`config.mk`:
```
export PLATFORM = sky130hd
export DESIGN_NAME = mealy_decoder
export DESIGN_NICKNAME = d
export VERILOG_FILES = /design/src/rtl/mealy_pkg.sv /design/src/rtl/mealy_dec_core.sv /design/src/rtl/mealy_decoder.sv
export SDC_FILE = /design/constraint.sdc
export NUM_CORES = 1
export LEC_CHECK = 0
export ABC_AREA = 1
export BUFFER_PORTS_ARGS = -buffer_cell sky130_fd_sc_hd__clkbuf_2
export CORE_MARGIN = 2
export CORE_UTILIZATION = 55
export CTS_CLUSTER_SIZE = 20
export DETAILED_ROUTE_END_ITERATION = 7
export GPL_ROUTABILITY_DRIVEN = 0
export PLACE_DENSITY = 0.77
export SYNTH_ARGS = -nofsm -noshare
export SYNTH_HDL_FRONTEND = slang
export SYNTH_HIERARCHICAL = 1
export SYNTH_SLANG_ARGS = --single-unit
```
`constraint.sdc`:
```
create_clock -name clk -period 1.9 [get_ports clk]
set_input_delay 0.38 -clock clk [delete_from_list [all_inputs] [get_ports clk]]
set_output_delay 0.38 -clock clk [all_outputs]
set_load 0.02 [all_outputs]
```
`src/rtl/mealy_pkg.sv`:
```
// Shared state encoding and decode helpers for the 4-state Mealy encoder/decoder pair.
package mealy_pkg;

    typedef enum logic [1:0] {
        S0 = 2'b00,
        S1 = 2'b01,
        S2 = 2'b10,
        S3 = 2'b11
    } state_t;

    // Recovers x from y: y passes through in S0/S3 and is inverted in S1/S2.
    function automatic logic dec_bit(input state_t s, input logic y);
        return (s == S0 || s == S3) ? y : ~y;
    endfunction

    function automatic state_t next_state(input state_t s, input logic y);
        state_t ns;
        ns = S0;
        case (s)
            S0: ns = y ? S0 : S1;
            S1: ns = y ? S2 : S3;
            S2: ns = y ? S0 : S1;
            S3: ns = y ? S2 : S3;
            default: ns = S0;
        endcase
        return ns;
    endfunction

endpackage

```
`src/rtl/mealy_dec_core.sv`:
```
// Bit-level tracker of the encoder state; emits the recovered bit combinationally and registered.
// Optional MEALY_DEC_RESYNC_EN adds a resync input that realigns the tracker to S0.
module mealy_dec_core
    import mealy_pkg::*;
(
    input  logic clk,
    input  logic rst,
`ifdef MEALY_DEC_RESYNC_EN
    input  logic resync,
`endif
    input  logic y_in,
    input  logic y_valid,
    output logic x_bit,
    output logic x_fire,
    output logic x_out,
    output logic x_valid
);

    state_t state;
    logic   resync_i;

`ifdef MEALY_DEC_RESYNC_EN
    assign resync_i = resync;
`else
    assign resync_i = 1'b0;
`endif

    // The packer consumes these on the same edge that the bit is registered here.
    assign x_bit  = dec_bit(state, y_in);
    assign x_fire = y_valid & ~resync_i;

    // NOTE: sequential state uses non-blocking assignments so every register samples pre-edge values.
    always_ff @(posedge clk or posedge rst) begin
        if (rst) begin
            state   <= S0;
            x_out   <= 1'b0;
            x_valid <= 1'b0;
        end else begin
            x_valid <= x_fire;
            if (resync_i) begin
                state <= S0;
            end else if (x_fire) begin
                state <= next_state(state, y_in);
                x_out <= x_bit;
            end
        end
    end

endmodule

```
`src/rtl/mealy_decoder.sv`:
```
// Mealy stream decoder: recovers x bits and packs them LSB-first into WIDTH-bit words on valid/ready.
// Optional MEALY_DEC_RESYNC_EN adds a resync port that restarts the tracker and the partial word.
module mealy_decoder
    import mealy_pkg::*;
#(
    parameter int WIDTH = 8
) (
    input  logic             clk,
    input  logic             rst,
`ifdef MEALY_DEC_RESYNC_EN
    input  logic             resync,
`endif
    input  logic             y_in,
    input  logic             y_valid,
    output logic             x_out,
    output logic             x_valid,
    output logic [WIDTH-1:0] word_out,
    output logic             word_valid,
    input  logic             word_ready,
    output logic             overflow
);

    localparam int CNT_W = $clog2(WIDTH + 1);

    logic             x_bit;
    logic             x_fire;
    logic             resync_i;
    logic             word_done;
    logic [WIDTH-1:0] shift_q;
    logic [WIDTH-1:0] shift_nxt;
    logic [CNT_W-1:0] count;

`ifdef MEALY_DEC_RESYNC_EN
    assign resync_i = resync;
`else
    assign resync_i = 1'b0;
`endif

    mealy_dec_core u_core (
        .clk     (clk),
        .rst     (rst),
`ifdef MEALY_DEC_RESYNC_EN
        .resync  (resync),
`endif
        .y_in    (y_in),
        .y_valid (y_valid),
        .x_bit   (x_bit),
        .x_fire  (x_fire),
        .x_out   (x_out),
        .x_valid (x_valid)
    );

    // Shift-and-or keeps the insert position free of index-width issues for any WIDTH.
    assign shift_nxt = shift_q | (WIDTH'(x_bit) << count);
    assign word_done = x_fire && (count == CNT_W'(WIDTH - 1));

    always_ff @(posedge clk or posedge rst) begin
        if (rst) begin
            shift_q    <= '0;
            count      <= '0;
            word_out   <= '0;
            word_valid <= 1'b0;
            overflow   <= 1'b0;
        end else begin
            if (resync_i) begin
                shift_q <= '0;
                count   <= '0;
            end else if (x_fire) begin
                if (word_done) begin
                    shift_q <= '0;
                    count   <= '0;
                end else begin
                    shift_q <= shift_nxt;
                    count   <= count + CNT_W'(1);
                end
            end

            // A completing word replaces an accepted one; one arriving on a stalled word is dropped.
            if (word_done) begin
                if (!word_valid || word_ready) begin
                    word_out   <= shift_nxt;
                    word_valid <= 1'b1;
                end else begin
                    overflow <= 1'b1;
                end
            end else if (word_valid && word_ready) begin
                word_valid <= 1'b0;
            end
        end
    end

endmodule

```
Yosys cells after proc, flatten, opt, wreduce, memory -nomap -nowiden

Index checks and enable logic that the tools add are counted.

$add $sub $neg: 1
Equal/unequal tests: 5
Shifts and indexed selects: 1
Multiplexer cells: 9
Bitwise operators: 3
Reductions and logical operators: 12

Operator list:

| kind                                                   | count |
|---|---|
| 2-to-1 mux 8 bit                                       | 1 |
| OR 8 bit                                               | 1 |
| << shifter 1 x 4 -> 8 bit                              | 1 |
| 2-to-1 mux 1 bit                                       | 6 |
| AND reduction 2 bit                                    | 3 |
| adder 4 x 1 -> 4 bit (second input constant)           | 1 |
| equality test 2 bit (second input constant)            | 2 |
| equality test 4 x 3 -> 1 bit (second input constant)   | 1 |
| 2-to-1 mux 4 bit                                       | 1 |
| case mux 2 bit (2 select lines)                        | 1 |
| OR reduction 2 bit                                     | 2 |
| equality test 2 x 1 -> 1 bit (second input constant)   | 1 |
| logical AND 1 bit                                      | 2 |
| zero test 2 bit                                        | 1 |
| logical OR 1 bit                                       | 2 |
| inequality test 2 x 1 -> 1 bit (second input constant) | 1 |
| NOT 1 bit                                              | 2 |
| nonzero test 2 bit                                     | 1 |
| zero test 1 bit                                        | 1 |

Bits in registers: 26
Bits of input ports: 5
Output and inout bits: 12
Word-level logic and storage cells: 39

Logic depth before layout (Yosys ltp)

Gate-level depths: netlist of the first run.

Depth after elaboration: 6
Gate-level depth with buffers: 11
Gate-level depth less buffers: 11

By module

The synthesis of the first run kept the hierarchy.

Modules (own cells, without submodules):

| module         | instances | cells each | area each (um^2) | seq. area each (um^2) |
|---|---|---|---|---|
| mealy_decoder  | 1         | 116        | 1013.5           | 550.5 |
| mealy_dec_core | 1         | 22         | 196.4            | 100.1 |

Worst setup path after synthesis of the first run

Ideal clock, no wire load.

Kind: register to register
From: register u_core.state[0]
To: register word_out[4]
Library setup time: 65 ps
Data arrival time: 1298 ps
Required time: 1835 ps
Setup slack: 537 ps
Stages on the path, launching flop included: 10
Buffers on the path: 0
Period minus slack after synthesis: 1363 ps
Path through: dfrtp_1 > ha_1 > nand2_1 > and2_1 > inv_1 > nor2_1 > nand3_1 > nand2_1 > nand2_1 > nand2_1

Longest elaborated chain between the ends: 5
Elaborated cells between the ends (all ways): 6
Classes of those cells: eq/ne: 1; shift: 1; mux: 1; bitwise: 1; reduce/logical: 2

RTL lines:

| item                                                          | line                 | source |
|---|---|---|
| from (decl)                                                   | mealy_dec_core.sv:19 | `state_t state;` |
| from (signal assigned)                                        | mealy_dec_core.sv:43 | `state <= next_state(state, y_in);` |
| equality test 2 bit / zero test 2 bit (equally long branches) | mealy_pkg.sv:13      | `return (s == S0 \|\| s == S3) ? y : ~y;` |
| logical OR 1 bit *                                            | mealy_pkg.sv:13      |  |
| 2-to-1 mux 1 bit *                                            | mealy_pkg.sv:13      |  |
| named net x_bit                                               | mealy_decoder.sv:25  | `logic x_bit;` |
| << shifter 1 x 4 -> 8 bit *                                   | mealy_decoder.sv:54  | `assign shift_nxt = shift_q \| (WIDTH'(x_bit) << count);` |
| OR 8 bit *                                                    | mealy_decoder.sv:54  |  |
| to (signal assigned)                                          | mealy_decoder.sv:81  | `word_out <= shift_nxt;` |
| to (decl)                                                     | mealy_decoder.sv:17  | `output logic [WIDTH-1:0] word_out,` |

The timed path passes the listed nets; every way through them passes the cells marked *.
A chain may end at the register's enable or synchronous reset.

Final worst setup path of the first run

From: register u_core.state[1]
To: register shift_q[3]

Longest elaborated chain between the ends: 6
Elaborated cells between the ends (all ways): 7
Classes of those cells: eq/ne: 1; shift: 1; mux: 2; bitwise: 1; reduce/logical: 2

RTL lines:

| item                                                          | line                | source |
|---|---|---|
| equality test 2 bit / zero test 2 bit (equally long branches) | mealy_pkg.sv:13     |  |
| logical OR 1 bit *                                            | mealy_pkg.sv:13     |  |
| 2-to-1 mux 1 bit *                                            | mealy_pkg.sv:13     |  |
| named net x_bit                                               | mealy_decoder.sv:25 |  |
| << shifter 1 x 4 -> 8 bit *                                   | mealy_decoder.sv:54 |  |
| OR 8 bit *                                                    | mealy_decoder.sv:54 |  |
| 2-to-1 mux 8 bit *                                            | mealy_decoder.sv:69 | `if (word_done) begin` |
| to (signal assigned)                                          | mealy_decoder.sv:73 | `shift_q <= shift_nxt;` |
| to (decl)                                                     | mealy_decoder.sv:29 | `logic [WIDTH-1:0] shift_q;` |

Marks and branches as above.

==> impl_metrics.yaml, run 1 <==
run_status:
  status: "complete, no violations"
placement:
  portBuffers: 16
  dp_cells: 180
  dp_slack_ns: 0.388
  hpwlAfterDp_mm: 1.70
  dpl-instance-area_um2: 1320
timing:
  drv_slew: 0
  timing.slew.headroom: 0.811
  layout_min_cycle_time_ns: 1.54
  setup_tns_ns: 0
  finalSetupViolCount: 0
  fmax_mhz: 650
  worst_pin_slew_ns: 0.284
  fin_skew_ns: 0.00865
  finalHoldViolations: 0
  worst_hold_slack_ns: 0.270
  period_share: 0.810
  fin_ws_ns: 0.362
  rsz0062_at_grt: "no"
hold_path:
  holdPathEnd: "u_core/state[0]$_DFFE_PP0P_"
  hold_class: "primary input to register"
  whs_path_depth: 2
  worstHoldStart: "y_in"
floorplanning:
  die_h_um: 50.9
  num_rows: 16
  fp.dieW_um: 50.9
  io_pins: 17
  start_util: 0.598
  die_area_um2: 2590
  core-area_um2: 2020
detailed_routing:
  drc: 0
  drt_wl_total_mm: 2.28
  wire_per_inst_um: 12.4
  ant_nets: 0
  num_vias: 930
  vias_per_cell: 5.05
  first_pass_iters: 4
  drt_first_iter_violations: 19
setup_path:
  r2r_cells: 9
  arrival_ns: 1.79
  cp-start-kind: "register"
  crit_chain: "inv_1 -> ha_1 -> inv_1 -> nand2_1 -> and2_1 -> nand3_1 -> o21bai_1 -> nand2_1 -> nor2_1"
  cpMaxStageDelayCell: "dfrtp_1"
  critPathMaxFanout: 4
  worstSetupPathType: "register to register"
  critical_path_required_ns: 2.16
  reg2reg_setup_slack_ns: 0.36
  crit-reg2reg-launch: "u_core/state[1]$_DFFE_PP0P_"
  end_kind: "register"
  reg2reg_to: "shift_q[3]$_DFFE_PP0P_"
  critPathMaxStageDelay_ns: 0.39
global_route:
  antenna_found_initial: 0
  grt.total_usage: 0.209
  grt_max_degree: 23
  grt_pass1_wl_mm: 4.02
  grt_overflow: 0
  grt_pass1_vias: 904
clock_network:
  clk_pin_slew_ns: 0.14
  ctsHoldBuffers: 1
  clkSinkCount: 26
  post_cts_buffers: 0
  cts_made_buffers: 3
  htree_levels: 1
  cts_tree: "built"
  cts_buffer_depth: 2
  root_buffer: "clkbuf_4"
  cts_resized: 0
  insertion_delay_ns: 0.32
yosys:
  yosysWarnings: 6
  syn_area_um2: 1210
  synthDominantCellAreaShare: 0.538
  synth.area.top_cells: "dfrtp_1 (54%), nand2_1 (12%), inv_1 (5.3%), o21bai_1 (4.3%), o21ai_0 (4.1%)"
  synth_edf_count: 0
  syn_area_per_cell_um2: 8.77
  yosysMostFrequentCell: "nand2_1"
  ys.flop_type: "dfrtp_1"
  synthCells: 138
  synth_seq_area_share: 0.538
  synth_nets: 146
  synth_top_area_cell: "dfrtp_1"
  synth_seq_cells: 26
  ys_top_cells_by_count: "nand2_1 (40), dfrtp_1 (26), inv_1 (17), nor2_1 (12), o21ai_0 (10)"
  async_flop_share: 1.00
  ys_types: 22
finish:
  antennaDiodeCount: 0
  drive_gt1_frac: 0.166
  final_cells: 184
  nets: 167
  n_fill_cell: 173
  final_util: 0.666
  area_delta_synth_final_pct: 11.4
  fin_area_um2: 1350
power_and_ir_drop:
  p_per_area_nw_per_um2: 1100
  ir_worst_vdd_mv: 0.605
  total_power_mw: 1.48
  p_leak_nw: 0.737
job:
  max_cap_viol_count: 0
## sequential cells by signal (all words and copies together) (netlist names)
| signal | flops |
|---|---|
| u_core/state | 2 |
| u_core/x_valid | 1 |
| count | 4 |
| shift_q | 8 |
| word_valid | 1 |
| overflow | 1 |
| word_out | 8 |
| u_core/x_out | 1 |
## worst max-delay path by stage
stage / startpoint / end / slack, ns
floorplan: u_core/state[0]$_DFFE_PP0P_ / word_out[4]$_DFFE_PP0P_ / 0.54
global placement: u_core/state[0]$_DFFE_PP0P_ / shift_q[3]$_DFFE_PP0P_ / 0.43
detailed placement: u_core/state[0]$_DFFE_PP0P_ / shift_q[6]$_DFFE_PP0P_ / 0.39
CTS: u_core/state[0]$_DFFE_PP0P_ / shift_q[2]$_DFFE_PP0P_ / 0.35
global route: u_core/state[1]$_DFFE_PP0P_ / shift_q[4]$_DFFE_PP0P_ / 0.18
finish: u_core/state[1]$_DFFE_PP0P_ / shift_q[3]$_DFFE_PP0P_ / 0.36
## kinds of logic after synthesis
kind of cell | share of synthesized area
AOI/OAI and AO/OA | 0.0972
xor gates and xnor gates | 0.00724
adders and majority gates | 0.0310
buffers and inverters | 0.0755
DFF | 0.538
and+or+nand+nor | 0.251
## layout by cell type (no fill, tap or decap), types with 2 or more instances in the layout
cell	count
nand2_1	40
dfrtp_1	26
inv_1	17
clkbuf_2	16
nor2_1	12
o21ai_0	10
nand3_1	7
o21bai_1	7
ha_1	3
clkbuf_4	3
nor2b_1	2
a21oi_1	2
buf_4	2
## area by class of cell
class | count | area, µm² | share of cell area
Clock buffer | 3 | 22.5 | 0.0167
Sequential cell | 26 | 651 | 0.483
Timing Repair Buffer | 19 | 105 | 0.0780
Inverter | 18 | 67.6 | 0.0501
Tap cell | 27 | 33.8 | 0.0251
Multi-Input combinational cell | 91 | 468 | 0.347
## per-layer routing
layer,global-route usage,part of all wire,vias to the layer above
met2,0.357,0.49,19
met4,0.0270,0,0
met5,0,0,-
met1,0.276,0.47,437
li1,-,-,474
met3,0.0526,0.042,0
## critical path: cells and delay by family (launching register included)
| family | cells | cell delay [ns] |
|---|---|---|
| AND/OR/NAND/NOR | 5 | 0.52 |
| flip-flops | 1 | 0.39 |
| buffers and inverters | 2 | 0.10 |
| AO/OA/AOI/OAI | 1 | 0.18 |
| adder cells (fa/ha/maj) | 1 | 0.28 |
## power breakdown
group	leakage [nW]	switching (mW)	internal [mW]	total (mW)
Clock	0.0138	0.157	0.0744	0.231
Combinational	0.378	0.319	0.162	0.481
Sequential	0.345	0.0981	0.666	0.764
Total	0.737	0.574	0.902	1.48
Power figures use the tool's default switching activity.
==> run 2, diff against run 1 <==
- clock period: 1.9 -> 1.42 ns (I/O delays scaled with it)
==> run 2 against run 1 <==
- the flow now finishes with violations (setup timing)
- maximum frequency shrank 1.5%
- utilization up 7.8 points
- count of clock-buffer cells in the layout did not move
- combinational power grew 80%
- sequential share of layout area decreased by 5.0 points
- clock skew down 0.0062 ns
- cell count up 3.8%
- critical path depth is 1 lower
- critical path type unchanged
- largest cell class unchanged
- largest power group unchanged
==> impl_metrics.yaml, run 2 (synthesis results as in run 1) <==
detailed_routing:
  first_pass_iters: 4
  drc: 0
  drt_first_iter_violations: 21
  wire_per_inst_um: 14.4
  ant_nets: 0
  drt_wl_total_mm: 2.74
  vias_per_cell: 5.27
  num_vias: 1007
floorplanning:
  start_util: 0.598
  num_rows: 16
  io_pins: 17
  core-area_um2: 2020
  die_h_um: 50.9
  die_area_um2: 2590
  fp.dieW_um: 50.9
power_and_ir_drop:
  ir_worst_vdd_mv: 0.794
  p_per_area_nw_per_um2: 1590
  p_leak_nw: 0.788
clock_network:
  clkSinkCount: 26
  cts_made_buffers: 3
  root_buffer: "clkbuf_4"
  cts_buffer_depth: 2
  insertion_delay_ns: 0.32
  cts_tree: "built"
  clk_pin_slew_ns: 0.15
  htree_levels: 1
setup_path:
  crit_start: "u_core/state[0]$_DFFE_PP0P_"
  reg2reg_to: "shift_q[5]$_DFFE_PP0P_"
  r2r_cells: 8
  critical_path_required_ns: 1.69
  crit-reg2reg-launch: "u_core/state[0]$_DFFE_PP0P_"
  critPathMaxFanout: 4
  reg2reg_setup_slack_ns: -0.14
  worstSetupPathType: "register to register"
  cp-start-kind: "register"
  end_kind: "register"
  cp-endpoint: "shift_q[5]$_DFFE_PP0P_"
  arrival_ns: 1.83
finish:
  final_cells: 191
  top_regs: "shift_q (8), word_out (8), count (4)"
  final_common_cell: "nand2_1"
  drive_gt1_frac: 0.311
  nets: 173
  area_delta_synth_final_pct: 24.4
  antennaDiodeCount: 0
  final_cell_mix: "nand2_1 (38), dfrtp_1 (25), clkbuf_2 (16)"
run_status:
  status: "finished, violations left"
  violations: "setup timing"
timing:
  rsz0062_at_grt: "yes"
  finalHoldViolations: 0
  layout_min_cycle_time_ns: 1.56
  fmax_mhz: 640
  fin_ws_ns: -0.141
  period_share: 1.10
  timing.slew.headroom: 0.793
  fin_skew_ns: 0.00245
  finalSetupViolCount: 15
  setup_tns_ns: -1.31
  drv_slew: 0
  worst_pin_slew_ns: 0.309
global_route:
  grt_pass1_wl_mm: 4.48
  grt.total_usage: 0.229
  grt_max_degree: 23
  grt_overflow: 0
  grt_pass1_vias: 1013
  antenna_found_initial: 0
hold_path:
  whs_path_depth: 2
  hold_class: "primary input to register"
placement:
  portBuffers: 16
  hpwlAfterDp_mm: 1.64
  dp_cells: 182
job:
  max_cap_viol_count: 0
==> run 2: through the flow <==
stage          hold slack (ns)  total power [mW]  setup WS [ns]  cell area (µm²)   util
2_1_floorplan           0.0501              1.49         0.0568             1210      -
3_3_place_gp             0.165              1.66        -0.0397             1330  0.658
3_5_place_dp             0.175              1.70        -0.0664             1330  0.658
4_1_cts                  0.169              2.24        -0.0534             1410  0.699
5_1_grt                  0.195              2.54         -0.203             1510  0.744
6_report                 0.192              2.39         -0.141             1510  0.744
==> run 2: worst max-delay path, cell delays in order, from the launching register on <==
cell,delay [ns]
dfrtp_1,0.47
ha_4,0.30
inv_2,0.03
nand2_2,0.06
and2_4,0.19
nand3_2,0.09
o21bai_1,0.22
inv_1,0.07
nor2_1,0.08
==> run 2: layout make-up <==
| type | instances | area [µm²] |
|---|---|---|
| clock buffer | 3 | 22.5 |
| clock inverter | 1 | 30.0 |
| fill | 144 | 517 |
| inverter | 18 | 67.6 |
| multi-input combinational | 91 | 549 |
| sequential | 26 | 652 |
| tap | 27 | 33.8 |
| timing repair buffer | 25 | 150 |
==> run 2: per-layer routing <==
metal | track usage | wire length [µm] | vias to the layer above
met5 | 0 | 0 | -
met4 | 0.0811 | 13 | 0
met3 | 0.0263 | 80 | 2
met2 | 0.390 | 1430 | 21
met1 | 0.301 | 1220 | 498
li1 | - | - | 486
==> run 2: repair_timing <==
| action | 4_1_cts | 5_1_grt |
|---|---|---|
| hold buffers | 1 | 0 |
| gates resized for setup | 4 | 17 |
| hold endpoints to repair | 26 | 0 |
| pin swaps | 7 | 9 |
| endpoints found under the setup margin | 16 | 16 |
| buffers inserted | 1 | 3 |
==> run 2: report_power, final <==
part           internal [mW]  leakage, nW  switching (mW)  total [mW]
registers              0.894        0.344           0.121        1.01
logic                  0.305        0.416           0.561       0.866
clock network          0.285       0.0279           0.227       0.512
==> run 2: worst min path at each step <==
stage | startpoint | endpoint
2_1_floorplan | rst | u_core/state[0]$_DFFE_PP0P_
3_3_place_gp | rst | u_core/x_out$_DFFE_PP0P_
3_5_place_dp | rst | u_core/x_out$_DFFE_PP0P_
4_1_cts | y_in | u_core/state[0]$_DFFE_PP0P_
5_1_grt | y_in | u_core/state[0]$_DFFE_PP0P_
6_report | y_in | u_core/state[0]$_DFFE_PP0P_
==> run 3, diff against run 2 <==
- CORE_UTILIZATION: 55 -> 49
- PLACE_DENSITY: 0.77 -> 0.73
- clock period: 1.42 -> 1.3 ns (I/O delays scaled with it)
==> run 3 against run 2 <==
- the run still ends with setup timing left
- via count fell by 0.30%
- die area rose by 11%
- sequential cell count did not move
- maximum frequency rose by 2.0%
- worst hold slack got worse by 0.035 ns
- utilization fell by 11 points
- sequential power rose by 9.9%
- register-to-register slack got worse by 0.09 ns
==> impl_metrics.yaml, run 3 (synthesis results as in run 1) <==
clock_network:
  root_buffer: "clkbuf_4"
  cts_tree: "built"
  post_cts_buffers: 0
  cts_made_buffers: 3
  clkSinkCount: 26
  cts_buffer_depth: 2
  htree_levels: 1
  clk_pin_slew_ns: 0.15
  insertion_delay_ns: 0.32
finish:
  top_regs: "shift_q (8), word_out (8), count (4)"
  antennaDiodeCount: 0
  final_cell_mix: "nand2_1 (38), dfrtp_1 (26), clkbuf_2 (16)"
  area_delta_synth_final_pct: 26.4
  n_fill_cell: 190
  final_common_cell: "nand2_1"
  nets: 174
  final_util: 0.634
  drive_gt1_frac: 0.339
  fin_area_um2: 1530
detailed_routing:
  num_vias: 1004
  first_pass_iters: 4
  vias_per_cell: 5.15
  drt_wl_total_mm: 2.52
  ant_nets: 0
  drt_first_iter_violations: 14
  drc: 0
  wire_per_inst_um: 12.9
setup_path:
  worstSetupPathType: "register to register"
  reg2reg_setup_slack_ns: -0.23
  critPathMaxFanout: 4
  r2r_cells: 8
  end_kind: "register"
  critical_path_required_ns: 1.57
  cp-start-kind: "register"
  arrival_ns: 1.80
timing:
  rsz0062_at_grt: "yes"
  fin_skew_ns: 0.0122
  setup_tns_ns: -2.16
  fmax_mhz: 653
  finalHoldViolations: 0
  drv_slew: 0
  period_share: 1.18
  layout_min_cycle_time_ns: 1.53
  finalSetupViolCount: 16
  fin_ws_ns: -0.230
  timing.slew.headroom: 0.810
  worst_pin_slew_ns: 0.285
floorplanning:
  io_pins: 17
  start_util: 0.502
  fp.dieW_um: 53.7
  die_area_um2: 2880
  core-area_um2: 2410
  num_rows: 18
  die_h_um: 53.7
global_route:
  antenna_found_initial: 0
  grt_pass1_wl_mm: 4.04
  grt_pass1_vias: 961
  grt.total_usage: 0.194
  grt_max_degree: 23
  grt_overflow: 0
hold_path:
  whs_path_depth: 2
  hold_class: "primary input to register"
power_and_ir_drop:
  p_leak_nw: 0.799
  ir_worst_vdd_mv: 1.07
  p_per_area_nw_per_um2: 1710
run_status:
  status: "finished, violations left"
  violations: "setup timing"
job:
  max_cap_viol_count: 0
placement:
  portBuffers: 16
  hpwlAfterDp_mm: 1.71
  dpl-instance-area_um2: 1380
==> run 3: changes by cell type in the layout (fill, tap and decap cells not counted), sizes merged <==
cell / before / now
buf: 8 / 9
==> run 3: layer usage <==
| metal | wire [µm] | track usage | vias up |
|---|---|---|---|
| li1 | - | - | 487 |
| met1 | 1110 | 0.260 | 498 |
| met2 | 1330 | 0.313 | 14 |
| met3 | 43 | 0.0250 | 5 |
| met4 | 27 | 0.0855 | 0 |
| met5 | 0 | 0 | - |
==> run 3: through the flow <==
stage / hold WS (ns) / setup WS, ns / power [mW] / instances
detailed placement: 0.163 / -0.197 / 1.91 / 190
global route: 0.158 / -0.328 / 2.79 / 195
CTS: 0.150 / -0.197 / 2.50 / 195
floorplan: 0.0261 / -0.0351 / 1.64 / 138
global placement: 0.141 / -0.116 / 1.88 / 190
finish: 0.156 / -0.230 / 2.62 / 195
==> run 3: report_power, final <==
part	total (mW)	switching (mW)	internal, mW	leakage, nW
clock	0.556	0.244	0.312	0.0279
sequential	1.11	0.132	0.973	0.345
combinational	0.954	0.603	0.351	0.425
==> run 3: repair_timing <==
item / CTS / global route
endpoints found under the setup margin: 16 / 17
gates resized for setup: 5 / 17
cloned: 0 / 0
hold buffers: 1 / 0
hold endpoints to repair: 26 / 0
pin swaps: 6 / 9
==> run 3: worst max-delay path, stage by stage (launching register included) <==
cell      delay (ns)
dfrtp_1         0.41
inv_2           0.06
ha_4            0.26
inv_2           0.03
nand2_2         0.05
and2_4          0.17
nand3_1         0.13
o21bai_1        0.21
nor2b_2         0.17
==> run 3: cell type report <==
cell class | count | area, µm² | share of cell area
sequential | 26 | 651 | 0.426
multi-input combinational | 91 | 563 | 0.368
timing repair buffer | 26 | 158 | 0.103
inverter | 18 | 67.6 | 0.0442
tap | 30 | 37.5 | 0.0245
clock inverter | 1 | 30.0 | 0.0196
clock buffer | 3 | 22.5 | 0.0147
==> run 3: worst paths after layout <==
path	startpoint	endpoint
max	u_core/state[1]$_DFFE_PP0P_	shift_q[6]$_DFFE_PP0P_
min	y_in	u_core/state[0]$_DFFE_PP0P_
max reg2reg	u_core/state[1]$_DFFE_PP0P_	shift_q[6]$_DFFE_PP0P_
min reg2reg	word_out[2]$_DFFE_PP0P_	word_out[2]$_DFFE_PP0P_
max in group asynchronous	rst	shift_q[7]$_DFFE_PP0P_
min in group asynchronous	rst	u_core/x_out$_DFFE_PP0P_
